--- config.mk ---
export PLATFORM = sky130hd
export DESIGN_NAME = serial_adder_flat
export DESIGN_NICKNAME = d
export VERILOG_FILES = /design/src/rtl/serial_adder_if.sv /design/src/rtl/serial_adder.sv /design/src/flat_wrapper.sv
export SDC_FILE = /design/constraint.sdc
export NUM_CORES = 1
export LEC_CHECK = 0
export ABC_AREA = 1
export BUFFER_PORTS_ARGS = -buffer_cell sky130_fd_sc_hd__buf_2
export CORE_MARGIN = 1.5
export CORE_UTILIZATION = 57
export DETAILED_ROUTE_END_ITERATION = 10
export GPL_TIMING_DRIVEN = 0
export PLACE_DENSITY = 0.83
export SYNTH_ARGS = -nofsm -noshare
export SYNTH_HDL_FRONTEND = slang
export SYNTH_SLANG_ARGS = --single-unit
--- constraint.sdc ---
create_clock -name clk -period 3.4 [get_ports clk]
set_input_delay 0.17 -clock clk [delete_from_list [all_inputs] [get_ports clk]]
set_output_delay 0.17 -clock clk [all_outputs]
set_load 0.01 [all_outputs]
--- src/rtl/serial_adder_if.sv ---
// Operation request / result bundle for the bit-serial adder.
interface serial_adder_if #(
    parameter int WIDTH = 8
);
    logic             start;
    logic             mode;
    logic [WIDTH-1:0] a;
    logic [WIDTH-1:0] b;
    logic             cin;
    logic             busy;
    logic             done;
    logic [WIDTH-1:0] sum;
    logic             cout;

    modport master (
        output start, mode, a, b, cin,
        input  busy, done, sum, cout
    );

    modport slave (
        input  start, mode, a, b, cin,
        output busy, done, sum, cout
    );
endinterface

--- src/rtl/serial_adder.sv ---
// Bit-serial adder/subtractor: one shared NAND-only full-adder cell processes
// one bit per clock, LSB first. Subtract is done as a + ~b + 1.
//
// state | meaning
// IDLE  | waiting for start; result registers hold the last answer
// RUN   | one bit per edge, returns to IDLE after bit WIDTH-1
module serial_adder #(
    parameter int WIDTH = 8
) (
    input  logic          clk,
    input  logic          rst_n,
    serial_adder_if.slave bus
);
    localparam int CW = (WIDTH > 1) ? $clog2(WIDTH) : 1;

    typedef enum logic {
        IDLE = 1'b0,
        RUN  = 1'b1
    } state_t;

    state_t           state_q;
    logic [WIDTH-1:0] a_q;
    logic [WIDTH-1:0] b_q;
    logic [WIDTH-1:0] sum_q;
    logic             carry_q;
    logic [CW-1:0]    cnt_q;
    logic             done_q;
    logic             cout_q;

    logic n1, n2, n3, n4, n5, n6, n7;
    logic fa_sum_d;
    logic fa_carry_d;
    logic last_bit;

    // Shared full-adder cell, nine 2-input NANDs; n4 is a^b.
    assign n1         = ~(a_q[0] & b_q[0]);
    assign n2         = ~(a_q[0] & n1);
    assign n3         = ~(b_q[0] & n1);
    assign n4         = ~(n2 & n3);
    assign n5         = ~(n4 & carry_q);
    assign n6         = ~(n4 & n5);
    assign n7         = ~(carry_q & n5);
    assign fa_sum_d   = ~(n6 & n7);
    assign fa_carry_d = ~(n1 & n5);

    assign last_bit = (cnt_q == CW'(WIDTH - 1));

    // Operands shift right so bit 0 always feeds the cell; sum fills from the MSB.
    always_ff @(posedge clk or negedge rst_n) begin
        if (!rst_n) begin
            state_q <= IDLE;
            a_q     <= '0;
            b_q     <= '0;
            sum_q   <= '0;
            carry_q <= 1'b0;
            cnt_q   <= '0;
            done_q  <= 1'b0;
            cout_q  <= 1'b0;
        end else begin
            case (state_q)
                IDLE: begin
                    done_q <= 1'b0;
                    if (bus.start) begin
                        a_q     <= bus.a;
                        b_q     <= bus.mode ? ~bus.b : bus.b;
                        carry_q <= bus.mode ? 1'b1 : bus.cin;
                        cnt_q   <= '0;
                        state_q <= RUN;
                    end
                end
                RUN: begin
                    a_q     <= a_q >> 1;
                    b_q     <= b_q >> 1;
                    sum_q   <= {fa_sum_d, sum_q[WIDTH-1:1]};
                    carry_q <= fa_carry_d;
                    cnt_q   <= cnt_q + CW'(1);
                    if (last_bit) begin
                        state_q <= IDLE;
                        done_q  <= 1'b1;
                        cout_q  <= fa_carry_d;
                    end
                end
                default: state_q <= IDLE;
            endcase
        end
    end

    assign bus.busy = (state_q == RUN);
    assign bus.done = done_q;
    assign bus.sum  = sum_q;
    assign bus.cout = cout_q;
endmodule

--- src/flat_wrapper.sv ---
// flat-port wrapper written by rule: the top's interface ports become plain ports
module serial_adder_flat 
#(
    parameter int WIDTH = 8
)
  (clk, rst_n, bus_start, bus_mode, bus_a, bus_b, bus_cin, bus_busy, bus_done, bus_sum, bus_cout);
  serial_adder_if #(.WIDTH(WIDTH)) bus_i ();
  input  logic clk;
  input  logic rst_n;
  input wire logic [$bits(bus_i.start)-1:0] bus_start;
  input wire logic [$bits(bus_i.mode)-1:0] bus_mode;
  input wire logic [$bits(bus_i.a)-1:0] bus_a;
  input wire logic [$bits(bus_i.b)-1:0] bus_b;
  input wire logic [$bits(bus_i.cin)-1:0] bus_cin;
  output wire logic [$bits(bus_i.busy)-1:0] bus_busy;
  output wire logic [$bits(bus_i.done)-1:0] bus_done;
  output wire logic [$bits(bus_i.sum)-1:0] bus_sum;
  output wire logic [$bits(bus_i.cout)-1:0] bus_cout;
  assign bus_i.start = bus_start;
  assign bus_i.mode = bus_mode;
  assign bus_i.a = bus_a;
  assign bus_i.b = bus_b;
  assign bus_i.cin = bus_cin;
  assign bus_busy = bus_i.busy;
  assign bus_done = bus_i.done;
  assign bus_sum = bus_i.sum;
  assign bus_cout = bus_i.cout;
  serial_adder #(.WIDTH(WIDTH)) u_core (.clk(clk), .rst_n(rst_n), .bus(bus_i));
endmodule
==> run metrics, run 1 <==
status finished clean; vias 1270; worst setup margin between 2 and 2.5 ns; fin area 1740 um2; CTS tree yes; DRT Pass-1 Iters 4; worst hold slack 0.0316 ns; Seq/Total Area, Yosys 0.523; Final ANT Viol Nets 0; pwr dens 779 nW/um2; fin. max-slew vios 0; Final Skew 0.0105 ns; total gr overflow 0; initial antenna violation count 0; gr usage total 0.237; TNS Setup 0 ns; Max VDD drop 0.499 mV; Leakage around 1.0 nW; syn nets 207; CP Launch Type flip-flop; Largest stage delay, worst path 0.52 ns; GRT met1 Usage 0.267; Reg power frac 0.461; Die H between 50 and 60 um; width of the die about 54 um; clk slew on worst S/H paths 0.09 ns; Net Sw Frac 0.388; pre-CTS WS 2.24 ns; slew margin rel. 0.561; crit path capture bus_busy; min Tclk post-route 1.21 ns; H-tree depth 2; Ports 32; area delta synth->final 17.1%; initial core utilization 0.598; Clk pwr share 0.161; Placer Congestion 0.741; Root Driver clkbuf_4; layout cells sized above 1 0.240; Final Non-Filler Cells 251; CTS Sinks 31; RR Endpoint u_core.bus.sum[7]$_DFFE_PN0P_; total power 1.35 mW; dpl cell area 1670 um2; period utilisation layout 0.355; DRC viols 0; critical path fanouts, max 6; cell count after synthesis 183; Hold Violations, Final 0; Post-Syn Area between 1000 and 1500 um2; most common cell after layout, fill and taps aside nand2_1; Yosys reg bits 31; Worst-Margin Slew about 0.66 ns; Yosys warnings 0; met3 Use GR 0.0833; Cells after DPL 243; Data arrival, critical path around 1.0 ns; Critical path origin u_core.bus.busy$_DFF_PN0_; most frequent cells in the layout nand2_1, buf_2, dfrtp_1; Post-Route WL 2880 um; Comb pwr share 0.378; NetSw about 0.52 mW; Tightest Hold Check Type in -> reg; Max clock buf depth 2; worst-path cell chain buf_2; Worst EP required ~3.2 ns; first-pass GRT wire length 4790 um; distinct cell type count after synthesis 16; drt wl/cell 11.5 um; max-cap viol count 0; die area ~3000 um2; latest clock arrival within the worst-skew pair 0.33 ns; PortBufs 30; internal power 0.828 mW; reg-to-reg startpoint u_core.carry_q$_DFFE_PN0P_; CORE AREA 2480 um2; Final #Nets 245; largest net degree at the start of global routing 32; Antenna diodes 0; num rows 18; grt met2 use 0.411; Util after Layout 0.701; delay-heaviest family, CP flip-flops; hpwl dp between 2000 and 2500 um; RSZ-0062 raised after global routing false; kind of critical path reg -> out; Initial DRC Count 21; CP endpoint kind output pin; Crit path depth 1; FF-to-FF setup slack 2.22 ns; Max Clock Freq 829 MHz; Setup-failing EPs final 0; critical path's slowest cell dfrtp_1; Mapped Avg Cell Area 8.10 um2; gr busiest metal met2; DR vias/cell ~5.1; CP bufs+invs 1; R2R depth 3; Num CTS Buffers 5; vias in the first global route 1163
## registers in the layout, indices dropped and copies added (netlist names)
name	cells
u_core.bus.done	1
u_core.cnt_q	3
u_core.b_q	8
u_core.a_q	8
u_core.bus.sum	8
u_core.bus.busy	1
u_core.bus.cout	1
u_core.carry_q	1
## worst register-to-register path, delay by kind of cell, from the launching register on
family / cells / cell delay (ns)
AOI/OAI and AO/OA: 1 / 0.09
adders and majority gates: 1 / 0.54
DFF: 1 / 0.41
and+or+nand+nor: 1 / 0.05
## area by class of cell
cell class	instances	area (um2)
plain buffers	7	61.3
clock buffers	6	51.3
clock inverters	1	5.00
fillers	202	741
inverters	20	75.1
multi-input cells	125	571
flip-flops and latches	31	776
well taps	30	37.5
repair buffers	31	160
## logic make-up after synthesis
family	Yosys count	share of synthesized area
simple gates	111	0.302
flops	31	0.523
buf+inv	27	0.0920
compound gates	11	0.0523
fa+ha+maj	3	0.0304
## power groups by stage
stage	Sequential, mW	Clock, mW	Combinational [mW]
after floorplan	0.639	0	0.335
after global placement	0.620	0	0.491
after detailed placement	0.629	0	0.515
after CTS	0.623	0.225	0.518
after global routing	0.641	0.242	0.583
final	0.623	0.218	0.511
## worst min-delay path by stage
stage / startpoint / end / depth (start not counted)
global placement: rst_n / u_core.b_q[2]$_DFFE_PN0P_ / 1
CTS: bus_a[7] / u_core.a_q[7]$_DFFE_PN0P_ / 3
floorplan: rst_n / u_core.a_q[0]$_DFFE_PN0P_ / 0
detailed placement: rst_n / u_core.bus.sum[7]$_DFFE_PN0P_ / 1
global route: bus_a[1] / u_core.a_q[1]$_DFFE_PN0P_ / 3
finish: bus_a[7] / u_core.a_q[7]$_DFFE_PN0P_ / 3
## synth_stat cells
cell type,number,share of area
buf_6,3,0.023
buf_2,1,0.0034
nor2_2,1,0.0042
nor2_4,1,0.0076
inv_2,1,0.0025
clkinv_1,1,0.0025
ha_1,2,0.017
a21oi_2,6,0.035
fa_1,1,0.014
buf_4,3,0.015
a21oi_1,2,0.0068
o21ai_0,3,0.010
dfrtp_1,31,0.52
inv_1,18,0.046
nand2_1,92,0.23
nand3_1,17,0.057
## layer usage
| metal | share of wire | routed length, um |
|---|---|---|
| met1 | 0.44 | 1260 |
| met2 | 0.49 | 1420 |
| met3 | 0.054 | 155 |
| met4 | 0.015 | 44 |
| met5 | 0 | 0 |
## what timing repair did
item	CTS	global route
endpoints found under the hold margin	31	0
buffers inserted	0	0
gates resized for setup	0	0
hold buffers	1	0
setup endpoints to repair	0	0
(Power assumes the default switching activity.)
==> inputs of run 2 (changes only) <==
- CORE_UTILIZATION: 57 -> 53
- PLACE_DENSITY: 0.83 -> 0.78
- clock period: 3.4 -> 1.15 ns (I/O delays scaled with it)
==> run metrics, run 2 (synthesized netlist as in run 1, its figures left out) <==
CTS tree yes; reg-to-reg startpoint u_core.a_q[0]$_DFFE_PN0P_; kind of critical path reg -> reg; Die H 55.9 um (+3.5%); H-tree depth 2 (unchanged); PortBufs 30 (unchanged); total gr overflow 0 (unchanged); width of the die 55.9 um (+3.5%); failing checks setup timing; critical path fanouts, max 2 (-4); DR vias/cell 4.86 (-4.0%); clk slew on worst S/H paths 0.09 ns (about the same); CTS Sinks 31 (unchanged); CP endpoint kind flip-flop; RR Endpoint u_core.bus.sum[7]$_DFFE_PN0P_; Max Clock Freq 862 MHz; Num CTS Buffers 5 (unchanged); Setup-failing EPs final 1 (+1); area delta synth->final 27.3%; Final #Nets 258 (+5.3%); Worst EP required 1.40 ns (-1.83 ns); largest net degree at the start of global routing 32 (unchanged); Root Driver clkbuf_4; vias in the first global route 1277 (+9.8%); initial antenna violation count 0 (unchanged); num rows 18 (unchanged); Final Skew 0.00517 ns (-0.00533 ns); CORE AREA 2570 um2 (+3.6%); Initial DRC Count 22 (+4.8%); gr usage total 0.205 (-0.0318); RSZ-0062 raised after global routing true; most common cell after layout, fill and taps aside nand2_1; Data arrival, critical path 1.41 ns (+0.37 ns); layout cells sized above 1 0.260 (+0.0198); Ports 32 (unchanged); most frequent cells in the layout nand2_1, buf_2, dfrtp_1; pre-CTS WS -0.0178 ns (-2.26 ns); status finished with violations; vias 1287 (+1.3%); Post-Route WL 2880 um (unchanged); slew margin rel. 0.552 (-0.00850); first-pass GRT wire length 5100 um (+6.5%); Antenna diodes 0 (unchanged); max-cap viol count 0 (unchanged); total power 4.32 mW (+220%); Placer Congestion 0.737 (-0.50%); worst hold start bus_b[5]; min Tclk post-route 1.16 ns; Final ANT Viol Nets 0 (unchanged); Worst-Margin Slew 0.672 ns (+0.0128 ns); Max VDD drop 1.57 mV (+210%); FF-to-FF setup slack -0.01 ns (-2.23 ns); die area 3120 um2 (+7.1%); fin. max-slew vios 0 (unchanged); Hold Violations, Final 0 (unchanged); Leakage 1.11 nW (+7.0%); R2R depth 3 (unchanged); worst hold endpoint u_core.b_q[5]$_DFFE_PN0P_; Tightest Hold Check Type in -> reg; worst setup margin -0.0102 ns (-2.20 ns); TNS Setup -0.0102 ns (-0.0102 ns); period utilisation layout 1.01; pwr dens 2290 nW/um2 (+190%); DRT Pass-1 Iters 4 (unchanged); initial core utilization 0.577 (-0.0210); CP Launch Type flip-flop; DRC viols 0 (unchanged); hpwl dp 2000 um (-4.4%); latest clock arrival within the worst-skew pair 0.32 ns (about the same); Worst Hold Path Cells 4 (+1); Max clock buf depth 2 (unchanged); drt wl/cell 10.9 um (-5.3%)
[run 2: cell count changes in the layout (fill, tap and decap cells not counted)]
cell,before,now
bufinv_16,0,1
dfrtp_1,31,30
ha_1,2,1
o21ai_0,3,2
buf_4,3,8
o21ai_1,0,1
ha_2,0,1
dlygate4sd3_1,1,9
dfrtp_2,0,1
[run 2: how the worst max path moves through the flow]
stage / to / from / slack, ns
2_1_floorplan: u_core.bus.sum[7]$_DFFE_PN0P_ / u_core.carry_q$_DFFE_PN0P_ / 0.06
3_3_place_gp: u_core.bus.sum[7]$_DFFE_PN0P_ / u_core.carry_q$_DFFE_PN0P_ / 0.03
3_5_place_dp: u_core.bus.sum[7]$_DFFE_PN0P_ / u_core.carry_q$_DFFE_PN0P_ / -0.02
4_1_cts: u_core.bus.sum[7]$_DFFE_PN0P_ / u_core.a_q[0]$_DFFE_PN0P_ / -0.02
5_1_grt: u_core.bus.sum[7]$_DFFE_PN0P_ / u_core.a_q[0]$_DFFE_PN0P_ / -0.04
6_report: u_core.bus.sum[7]$_DFFE_PN0P_ / u_core.a_q[0]$_DFFE_PN0P_ / -0.01
[run 2: per-stage QoR]
| stage | instance area (um2) | cells | hold slack [ns] | util |
|---|---|---|---|---|
| after CTS | 1850 | 260 | 0.0132 | 0.719 |
| after floorplan | 1480 | 183 | -0.238 | - |
| after detailed placement | 1670 | 243 | 0.127 | 0.651 |
| final | 1890 | 265 | 0.0186 | 0.735 |
| after global routing | 1890 | 265 | 0.0304 | 0.735 |
| after global placement | 1670 | 243 | 0.122 | 0.651 |
[run 2: layout make-up]
type	count	area, um2
buffer	7	61.3
fill	202	679
tap	30	37.5
multi-input combinational	125	573
clock buffer	6	51.3
timing repair buffer	44	278
clock inverter	2	35.0
inverter	20	75.1
sequential	31	777
[run 2: timing repair]
| action | CTS | global route |
|---|---|---|
| resized for setup | 1 | 2 |
| endpoints found under the hold margin | 39 | 0 |
| hold buffers | 9 | 0 |
| pin swaps | 1 | 1 |
| cloned | 0 | 0 |
| endpoints found under the setup margin | 2 | 14 |
| setup buffers | 0 | 5 |
[run 2: where the power goes]
| group | internal [mW] | switching (mW) | total, mW |
|---|---|---|---|
| Clock | 0.513 | 0.357 | 0.870 |
| Sequential | 1.54 | 0.296 | 1.83 |
| Combinational | 0.713 | 0.901 | 1.61 |
[run 2: critical path, stage by stage, from the launching register on]
cell	delay, ns
dfrtp_1	0.41
fa_1	0.53
nand2_1	0.06
o21ai_1	0.09
[run 2: metal layers]
layer	routed length, um	GRT usage	up-vias
li1	-	-	660
met1	1270	0.231	592
met2	1450	0.378	28
met3	119	0.0535	7
met4	47	0.0646	0
met5	0	0	-
==> inputs of run 3 (changes only) <==
- RECOVER_POWER: unset -> 25
- clock period: 1.15 -> 1.1 ns (I/O delays scaled with it)
==> run metrics, run 3 (synthesized netlist as in run 1, its figures left out) <==
max-cap viol count 0 (unchanged); fin. max-slew vios 0 (unchanged); Ports 32 (unchanged); critical path fanouts, max 2 (unchanged); DR vias/cell 4.87 (+0.30%); Leakage 1.10 nW (-0.50%); worst hold start bus_b[5]; RSZ-0062 raised after global routing true; failing checks setup timing; Post-Route WL 2960 um (+2.8%); Hold Violations, Final 0 (unchanged); vias 1286 (-0.078%); Placer Congestion 0.737 (unchanged); Root Driver clkbuf_4; FF-to-FF setup slack -0.06 ns (-0.05 ns); total gr overflow 0 (unchanged); width of the die 55.9 um (unchanged); Multi-input gate area 586 um2 (+2.2%); FF+latch area 777 um2 (unchanged); dpl cell area 1670 um2 (unchanged); area delta synth->final 28.2%; drt wl/cell 11.2 um (+3.2%); Final Non-Filler Cells 264 (-0.38%); pre-CTS WS -0.0678 ns (-0.0500 ns); initial core utilization 0.577 (unchanged); Tightest Hold Check Type in -> reg; pwr dens 2410 nW/um2 (+5.6%); Antenna diodes 0 (unchanged); Final Skew 0.00535 ns (+0.000186 ns); Final ANT Viol Nets 0 (unchanged); min Tclk post-route 1.16 ns (+0.00420 ns); num rows 18 (unchanged); vias in the first global route 1288 (+0.86%); Setup-failing EPs final 4 (+3); kind of critical path reg -> reg; Max Clock Freq 859 MHz (-0.36%); Num CTS Buffers 5 (unchanged); R2R depth 3 (unchanged); first-pass GRT wire length 5130 um (+0.53%); layout cells sized above 1 0.261 (+0.00111); Max VDD drop 1.62 mV (+3.4%); Initial DRC Count 32 (+45%); H-tree depth 2 (unchanged); fin area 1900 um2 (+0.66%); CTS Sinks 31 (unchanged); Max clock buf depth 2 (unchanged); RR Endpoint u_core.bus.sum[7]$_DFFE_PN0P_; Final #Nets 257 (-0.39%); clk slew on worst S/H paths 0.09 ns (about the same); largest net degree at the start of global routing 32 (unchanged); Layout fillers 203 (+0.50%); DRC viols 0 (unchanged); Die H 55.9 um (unchanged); total power 4.59 mW (+6.3%); CORE AREA 2570 um2 (unchanged); period utilisation layout 1.06 (+0.0497); worst setup margin -0.0644 ns (-0.0542 ns); latest clock arrival within the worst-skew pair 0.32 ns (about the same); CTS tree yes; gr usage total 0.206 (+0.000990); DRT Pass-1 Iters 4 (unchanged); most frequent cells in the layout nand2_1, buf_2, dfrtp_1; Worst-Margin Slew 0.755 ns (+0.0832 ns); hpwl dp 2000 um (unchanged); Cells after DPL 243 (unchanged); Data arrival, critical path 1.41 ns (about the same); CP Launch Type flip-flop; initial antenna violation count 0 (unchanged); slew margin rel. 0.497 (-0.0555); most common cell after layout, fill and taps aside nand2_1; Util after Layout 0.740 (+0.00487); worst hold endpoint u_core.b_q[5]$_DFFE_PN0P_; Worst EP required 1.34 ns (-0.06 ns); PortBufs 30 (unchanged); status finished with violations; reg-to-reg startpoint u_core.a_q[0]$_DFFE_PN0P_; CP endpoint kind flip-flop; Worst Hold Path Cells 4 (unchanged); die area 3120 um2 (unchanged)
==> run 3: routing by layer <==
layer / vias up / track usage / part of all wire
li1: 662 / - / -
met1: 595 / 0.231 / 0.44
met2: 27 / 0.381 / 0.51
met3: 2 / 0.0535 / 0.038
met4: 0 / 0.0646 / 0.0051
met5: - / 0 / 0
==> run 3: what timing repair did <==
| action | CTS | global route |
|---|---|---|
| setup endpoints to repair | 8 | 24 |
| endpoints found under the hold margin | 39 | 0 |
| pin swaps | 1 | 2 |
| resized for setup | 1 | 5 |
| buffers inserted | 1 | 3 |
| hold buffers | 9 | 0 |
==> run 3: final cells by class <==
cell class	instances	area share
Tap cell	30	0.0197
Sequential cell	31	0.409
Inverter	20	0.0395
Multi-Input combinational cell	125	0.308
Timing Repair Buffer	43	0.142
Buffer	7	0.0362
Clock inverter	2	0.0184
Clock buffer	6	0.0270
==> run 3: critical path: stages (launching register included) <==
cell     delay [ns]
dfrtp_1        0.41
fa_1           0.53
nand2_1        0.06
o21ai_1        0.09
==> run 3: worst max path at each step <==
stage                                from                       endpoint  cells past startpoint
6_report        u_core.a_q[0]$_DFFE_PN0P_  u_core.bus.sum[7]$_DFFE_PN0P_                      3
3_3_place_gp   u_core.carry_q$_DFFE_PN0P_  u_core.bus.sum[7]$_DFFE_PN0P_                      3
5_1_grt         u_core.bus.busy$_DFF_PN0_    u_core.cnt_q[0]$_DFFE_PN0P_                      4
3_5_place_dp   u_core.carry_q$_DFFE_PN0P_  u_core.bus.sum[7]$_DFFE_PN0P_                      3
2_1_floorplan  u_core.carry_q$_DFFE_PN0P_  u_core.bus.sum[7]$_DFFE_PN0P_                      3
4_1_cts         u_core.a_q[0]$_DFFE_PN0P_  u_core.bus.sum[7]$_DFFE_PN0P_                      3
==> run 3: power breakdown <==
part	switching [mW]	internal [mW]	total [mW]
Clock	0.372	0.537	0.908
Sequential	0.326	1.61	1.93
Combinational	0.967	0.782	1.75
Total	1.66	2.92	4.59
==> run 3: stage by stage <==
stage                     hold slack, ns  setup TNS [ns]
final                             0.0163          -0.128
after floorplan                   -0.241               0
after global placement             0.119         -0.0216
after detailed placement           0.124          -0.116
after global routing              0.0333          -0.699
after CTS                         0.0107          -0.137
